===== src/rtl/stack_ctrl_pipe.sv =====
// Multi-cycle control unit for a stack machine: FETCH/DECODE sequencer, stack depth tracking and sticky fault/halt status.
// Optional macro STACK_GUARD_EN enables underflow/overflow depth checks in DECODE.
module stack_ctrl_pipe #(
  parameter int SP_W = 4,
  parameter int OPW  = 4
) (
  input  logic           clk,
  input  logic           rst,
  input  logic [OPW-1:0] opcode,
  input  logic           mem_ready,
  output logic           IR_write,
  output logic           pc_write,
  output logic           pc_write_cond,
  output logic           pc_src,
  output logic           ld_A,
  output logic           ld_B,
  output logic           src_A,
  output logic           src_B,
  output logic           IorD,
  output logic           mem_read,
  output logic           mem_write,
  output logic           push,
  output logic           pop,
  output logic           tos,
  output logic           MtoS,
  output logic           dup,
  output logic [1:0]     alu_op,
  output logic [SP_W:0]  stack_depth,
  output logic           fault,
  output logic           halted,
  output logic [1:0]     fault_code
);

  if (OPW < 4) begin : g_opw_check
    $error("stack_ctrl_pipe: OPW must be at least 4");
  end

  typedef enum logic [4:0] {
    S_FETCH, S_DECODE, S_JMP, S_JZ, S_PUSH_RD, S_PUSH_WR, S_POP1, S_LD1,
    S_POP_ST, S_POP2, S_LD2, S_ALU_BIN, S_ALU_NOT, S_PUSH_RES, S_DUP,
    S_HALT, S_FAULT
  } state_t;

  localparam logic [3:0] OP_ADD  = 4'd0;
  localparam logic [3:0] OP_SUB  = 4'd1;
  localparam logic [3:0] OP_AND  = 4'd2;
  localparam logic [3:0] OP_NOT  = 4'd3;
  localparam logic [3:0] OP_PUSH = 4'd4;
  localparam logic [3:0] OP_POP  = 4'd5;
  localparam logic [3:0] OP_JMP  = 4'd6;
  localparam logic [3:0] OP_JZ   = 4'd7;
  localparam logic [3:0] OP_DUP  = 4'd8;
  localparam logic [3:0] OP_HALT = 4'd15;

  state_t          state_reg, state_next;
  logic [SP_W:0]   depth_reg, depth_next;
  logic            fault_reg, halted_reg;
  logic [1:0]      fault_code_reg;
  logic [3:0]      op_lo;
  logic            upper_nz;
  logic            illegal;
  logic [1:0]      guard_code;

  assign op_lo    = opcode[3:0];
  assign upper_nz = (opcode >> 4) != '0;

  always_comb begin
    illegal = 1'b0;
    case (op_lo)
      OP_ADD, OP_SUB, OP_AND, OP_NOT, OP_PUSH,
      OP_POP, OP_JMP, OP_JZ, OP_DUP, OP_HALT: illegal = upper_nz;
      default:                                illegal = 1'b1;
    endcase
  end

`ifdef STACK_GUARD_EN
  localparam logic [SP_W:0] CAP = {1'b1, {SP_W{1'b0}}};

  // Underflow is tested before overflow so an empty-stack DUP reports 01.
  always_comb begin
    guard_code = 2'b00;
    if (illegal) begin
      guard_code = 2'b11;
    end else begin
      case (op_lo)
        OP_ADD, OP_SUB, OP_AND: if (depth_reg < (SP_W+1)'(2)) guard_code = 2'b01;
        OP_NOT, OP_POP, OP_JZ:  if (depth_reg == '0) guard_code = 2'b01;
        OP_DUP: begin
          if (depth_reg == '0)       guard_code = 2'b01;
          else if (depth_reg == CAP) guard_code = 2'b10;
        end
        OP_PUSH: if (depth_reg == CAP) guard_code = 2'b10;
        default: guard_code = 2'b00;
      endcase
    end
  end
`else
  assign guard_code = illegal ? 2'b11 : 2'b00;
`endif

  always_comb begin
    state_next    = state_reg;
    IR_write      = 1'b0;
    pc_write      = 1'b0;
    pc_write_cond = 1'b0;
    pc_src        = 1'b0;
    ld_A          = 1'b0;
    ld_B          = 1'b0;
    src_A         = 1'b0;
    src_B         = 1'b0;
    IorD          = 1'b0;
    mem_read      = 1'b0;
    mem_write     = 1'b0;
    push          = 1'b0;
    pop           = 1'b0;
    tos           = 1'b0;
    MtoS          = 1'b0;
    dup           = 1'b0;
    alu_op        = 2'b00;
    case (state_reg)
      S_FETCH: begin
        mem_read = 1'b1;
        src_A    = 1'b1;
        src_B    = 1'b1;
        if (mem_ready) begin
          IR_write   = 1'b1;
          pc_write   = 1'b1;
          state_next = S_DECODE;
        end
      end
      S_DECODE: begin
        tos = 1'b1;
        if (guard_code != 2'b00) begin
          state_next = S_FAULT;
        end else begin
          case (op_lo)
            OP_JMP:  state_next = S_JMP;
            OP_JZ:   state_next = S_JZ;
            OP_PUSH: state_next = S_PUSH_RD;
            OP_DUP:  state_next = S_DUP;
            OP_HALT: state_next = S_HALT;
            default: state_next = S_POP1;
          endcase
        end
      end
      S_JMP: begin
        pc_src     = 1'b1;
        pc_write   = 1'b1;
        state_next = S_FETCH;
      end
      S_JZ: begin
        pc_src        = 1'b1;
        pc_write_cond = 1'b1;
        state_next    = S_FETCH;
      end
      S_PUSH_RD: begin
        IorD     = 1'b1;
        mem_read = 1'b1;
        if (mem_ready) state_next = S_PUSH_WR;
      end
      S_PUSH_WR: begin
        MtoS       = 1'b1;
        push       = 1'b1;
        state_next = S_FETCH;
      end
      S_POP1: begin
        pop        = 1'b1;
        state_next = S_LD1;
      end
      S_LD1: begin
        ld_A = 1'b1;
        case (op_lo)
          OP_NOT:  state_next = S_ALU_NOT;
          OP_POP:  state_next = S_POP_ST;
          default: state_next = S_POP2;
        endcase
      end
      S_POP_ST: begin
        IorD      = 1'b1;
        mem_write = 1'b1;
        if (mem_ready) state_next = S_FETCH;
      end
      S_POP2: begin
        pop        = 1'b1;
        state_next = S_LD2;
      end
      S_LD2: begin
        ld_B       = 1'b1;
        state_next = S_ALU_BIN;
      end
      S_ALU_BIN: begin
        alu_op     = op_lo[1:0];
        state_next = S_PUSH_RES;
      end
      S_ALU_NOT: begin
        alu_op     = 2'b11;
        state_next = S_PUSH_RES;
      end
      S_PUSH_RES: begin
        push       = 1'b1;
        state_next = S_FETCH;
      end
      S_DUP: begin
        dup        = 1'b1;
        push       = 1'b1;
        state_next = S_FETCH;
      end
      S_HALT:  state_next = S_HALT;
      S_FAULT: state_next = S_FAULT;
      default: state_next = S_FETCH;
    endcase
  end

  // Without guards the counter is allowed to wrap modulo 2**(SP_W+1).
  always_comb begin
    depth_next = depth_reg;
    if (push)     depth_next = depth_reg + (SP_W+1)'(1);
    else if (pop) depth_next = depth_reg - (SP_W+1)'(1);
  end

  always_ff @(posedge clk) begin
    if (!rst) begin
      state_reg      <= S_FETCH;
      depth_reg      <= '0;
      fault_reg      <= 1'b0;
      fault_code_reg <= 2'b00;
      halted_reg     <= 1'b0;
    end else begin
      state_reg <= state_next;
      depth_reg <= depth_next;
      if (state_reg == S_DECODE && guard_code != 2'b00) begin
        fault_reg      <= 1'b1;
        fault_code_reg <= guard_code;
      end
      if (state_next == S_HALT) halted_reg <= 1'b1;
    end
  end

  assign stack_depth = depth_reg;
  assign fault       = fault_reg;
  assign fault_code  = fault_code_reg;
  assign halted      = halted_reg;

endmodule


===== config.mk =====
export PLATFORM = sky130hd
export DESIGN_NAME = stack_ctrl_pipe
export DESIGN_NICKNAME = d
export VERILOG_FILES = /design/src/rtl/stack_ctrl_pipe.sv
export SDC_FILE = /design/constraint.sdc
export NUM_CORES = 1
export LEC_CHECK = 0
export CAP_MARGIN = 10
export CORE_ASPECT_RATIO = 0.5
export CORE_UTILIZATION = 30
export CTS_CLUSTER_DIAMETER = 60
export DETAILED_ROUTE_END_ITERATION = 6
export GPL_TIMING_DRIVEN = 0
export HOLD_SLACK_MARGIN = 0.03
export PLACE_DENSITY = 0.58
export SLEW_MARGIN = 40
export SYNTH_ARGS = -nofsm -noshare
export SYNTH_HDL_FRONTEND = slang
export SYNTH_SLANG_ARGS = --single-unit

===== constraint.sdc =====
create_clock -name clk -period 2.98 [get_ports clk]
set_input_delay 0.596 -clock clk [delete_from_list [all_inputs] [get_ports clk]]
set_output_delay 0.596 -clock clk [all_outputs]
set_load 0.01 [all_outputs]

==> flow_metrics.env <==
export IMPL_stdcell_area_um2=1540
export IMPL_synth_area_leader_cell="dfxtp_1"
export IMPL_clock_sinks=13
export IMPL_drt_first_pass_iters=4
export IMPL_worstSetupPathType="reg2out"
export IMPL_grt_antenna_before_repair=0
export IMPL_cp_required_ns=2.38
export IMPL_routed_wl_mm=2.89
export IMPL_die_height_um=45.2
export IMPL_synth_top_area_share_pct=23.3
export IMPL_portBuffers=31
export IMPL_dpl_hpwl_mm=2.23
export IMPL_grt_pass1_vias=959
export IMPL_grt_pass1_wl_mm=4.44
export IMPL_cp_endpoint="IR_write"
export IMPL_overflow=0
export IMPL_p_leak_nw=0.557
export IMPL_setup_violations=0
export IMPL_status="finished, final reports clean"
export IMPL_max_cap_viol_count=0
export IMPL_clockRootBuffer="clkbuf_8"
export IMPL_core_rowCount=15
export IMPL_p_int_mw=0.360
export IMPL_clock_latency_ns=0.24
export IMPL_worstRegToRegCells=11
export IMPL_first_iter_violations=66
export IMPL_async_reset_ff_share_pct=0
export IMPL_cts_resized=0
export IMPL_finalCritPeriodShare_pct=89.7
export IMPL_die_w_um=88.3
export IMPL_p_comb_share_pct=33.8
export IMPL_min_path_type="reg2reg"
export IMPL_relSlewSlack_pct=60.2
export IMPL_finalMaxSlewViolations=0
export IMPL_vias=1157
export IMPL_netSwitchingFraction_pct=30.1
export IMPL_gp_congestion=0.821
export IMPL_ys_types=53
export IMPL_tritoncts="yes"
export IMPL_cts_htree_levels=1
export IMPL_power_share_clock_pct=29.9
export IMPL_ioPinCount=34
export IMPL_clockBufferDepth=2
export IMPL_post_drt_wl_per_cell_um=12.3
export IMPL_cp_data_arrival_time_ns=2.08
export IMPL_period_needed_ns=2.67
export IMPL_seq_power_share_pct=36.3
export IMPL_avgSynthCellArea_um2=7.50
export IMPL_power_density_nw_per_um2=336
export IMPL_critPathLaunch="state_reg[3]"
export IMPL_start_util_pct=32.0
export IMPL_ys_ff_latch=13
export IMPL_synth_edf_count=0
export IMPL_syn2layout_area_growth_pct=37.5
export IMPL_worst_pin_slew_ns=0.596
export IMPL_hold_buffers=0
export IMPL_layout_nets=196
export IMPL_fp_coreArea_um2=3490
export IMPL_grt_total_usage_pct=14.4
export IMPL_synth_cell_area_um2=1120
export IMPL_cp_end_kind="primary output"
export IMPL_grt_max_degree=11
export IMPL_yosys_warnings=0
export IMPL_ir_drop_mv=0.143
export IMPL_viasPerCell=4.92
export IMPL_rr_startpoint="state_reg[3]"
export IMPL_drive_above_1_share_pct=13.0
export IMPL_synthTopCellsByArea="dfxtp_1 23%, nor2_1 7.7%, a21oi_1 4.5%, nand2_1 3.7%, ha_1 3.4%"
export IMPL_cts_buffers=3
export IMPL_fin_skew_ns=0.00269
export IMPL_cts_setup_buffers=0
export IMPL_setup_tns_ns=0
export IMPL_rrSetupSlack_ns=0.61
export IMPL_timing_rr_end="stack_depth[4]"
export IMPL_regArea_um2=260
export IMPL_yosys_most_used_dff="dfxtp_1"
export IMPL_antenna_cells=0
export IMPL_drc_errors=0
export IMPL_power_switching_mw=0.155
export IMPL_place_area_um2=1490
export IMPL_multiInputGateArea_um2=752
export IMPL_rsz0062_at_grt="false"
export IMPL_path_clk_slew_ns=0.05
export IMPL_path_max_fanout=10
export IMPL_syn_inst=149
export IMPL_fillers=382
export IMPL_ys_seq_area_share_pct=23.3
export IMPL_max_freq_mhz=374
export IMPL_hold_viol=0
export IMPL_synth_most_common_cell="nor2_1"
export IMPL_yosys_top_cells_count="23 x nor2_1, 13 x dfxtp_1, 11 x nand2_1, 10 x a21oi_1, 7 x inv_1"
export IMPL_synth_nets=160
export IMPL_crit_path_start_kind="flip-flop"
export IMPL_detail_route_antenna_nets=0
export IMPL_die_area_um2=3990
-- power by group through the flow --
stage	clock [mW]	combinational, mW	sequential [mW]
6_report	0.154	0.174	0.187
4_1_cts	0.160	0.174	0.187
3_3_place_gp	0	0.172	0.191
2_1_floorplan	0	0.107	0.191
3_5_place_dp	0	0.174	0.191
5_1_grt	0.167	0.189	0.188
-- through the flow --
| stage | cells | hold WS, ns | total power, mW | utilization [%] | worst slack [ns] |
|---|---|---|---|---|---|
| after floorplan | 149 | 0.494 | 0.298 | - | 0.793 |
| after global placement | 231 | 0.444 | 0.363 | 42.7 | 0.434 |
| after detailed placement | 231 | 0.453 | 0.365 | 42.7 | 0.427 |
| after CTS | 235 | 0.462 | 0.522 | 44.0 | 0.289 |
| after global routing | 235 | 0.479 | 0.544 | 44.0 | 0.229 |
| final | 235 | 0.457 | 0.516 | 44.0 | 0.308 |
-- final cells by class --
cell class	instances	area share, %
multi-input cells	115	48.9
repair buffers	31	20.2
flip-flops and latches	13	16.9
plain buffers	12	4.64
well taps	51	4.15
clock buffers	4	2.93
inverters	9	2.20
-- layout by cell type, fill, tap and decap left out, drive strengths merged --
master	Yosys	layout
nand2	11	11
nand3	1	1
and2	1	1
xnor2	4	4
buf	9	9
nand3b	2	2
xor2	1	1
dfxtp	13	13
a21oi	11	11
fa	1	1
nand4	1	1
nor4	3	3
nor2b	5	5
or3	3	3
or3b	1	1
nor3b	1	1
mux2i	3	3
clkbuf	3	7
o22a	1	1
a211oi	1	1
and3	2	2
clkdlybuf4s50	0	31
o21a	2	2
inv	9	9
o21ai	6	6
a21o	1	1
a31o	1	1
nand4bb	2	2
nor2	25	25
a21boi	2	2
ha	3	3
a31oi	2	2
o41ai	2	2
nor3	7	7
o32ai	1	1
nand2b	5	5
o2bb2ai	1	1
a221oi	1	1
o2111ai	1	1
-- kinds of logic after synthesis --
logic type | share of synthesized area (%)
fa+ha+maj | 5.15
buf+inv | 9.41
flops | 23.3
mux | 2.69
simple gates | 34.5
xor+xnor | 3.92
compound gates | 21.1
-- worst min-delay path by stage --
stage	from	to	depth (start not counted)
final	halted	halted	2
after global routing	halted	halted	2
after CTS	halted	halted	2
after detailed placement	halted	halted	2
after global placement	halted	halted	2
after floorplan	halted	halted	2
-- layer usage --
layer  share of wire [%]  vias up  global-route usage, %
met5                   0        -                      0
met4                   0        0                   3.87
met3                 3.5        0                   1.28
met2                  43       19                   21.1
met1                  53      553                   22.4
li1                    -      585                      -
-- worst max-delay path: stages (launching register included) --
cell             delay [ns]
dfxtp_1                0.29
clkbuf_4               0.18
or3_4                  0.40
nor3_1                 0.26
and2_1                 0.17
clkdlybuf4s50_1        0.53
Note: power is estimated with default switching activity, not from simulation.
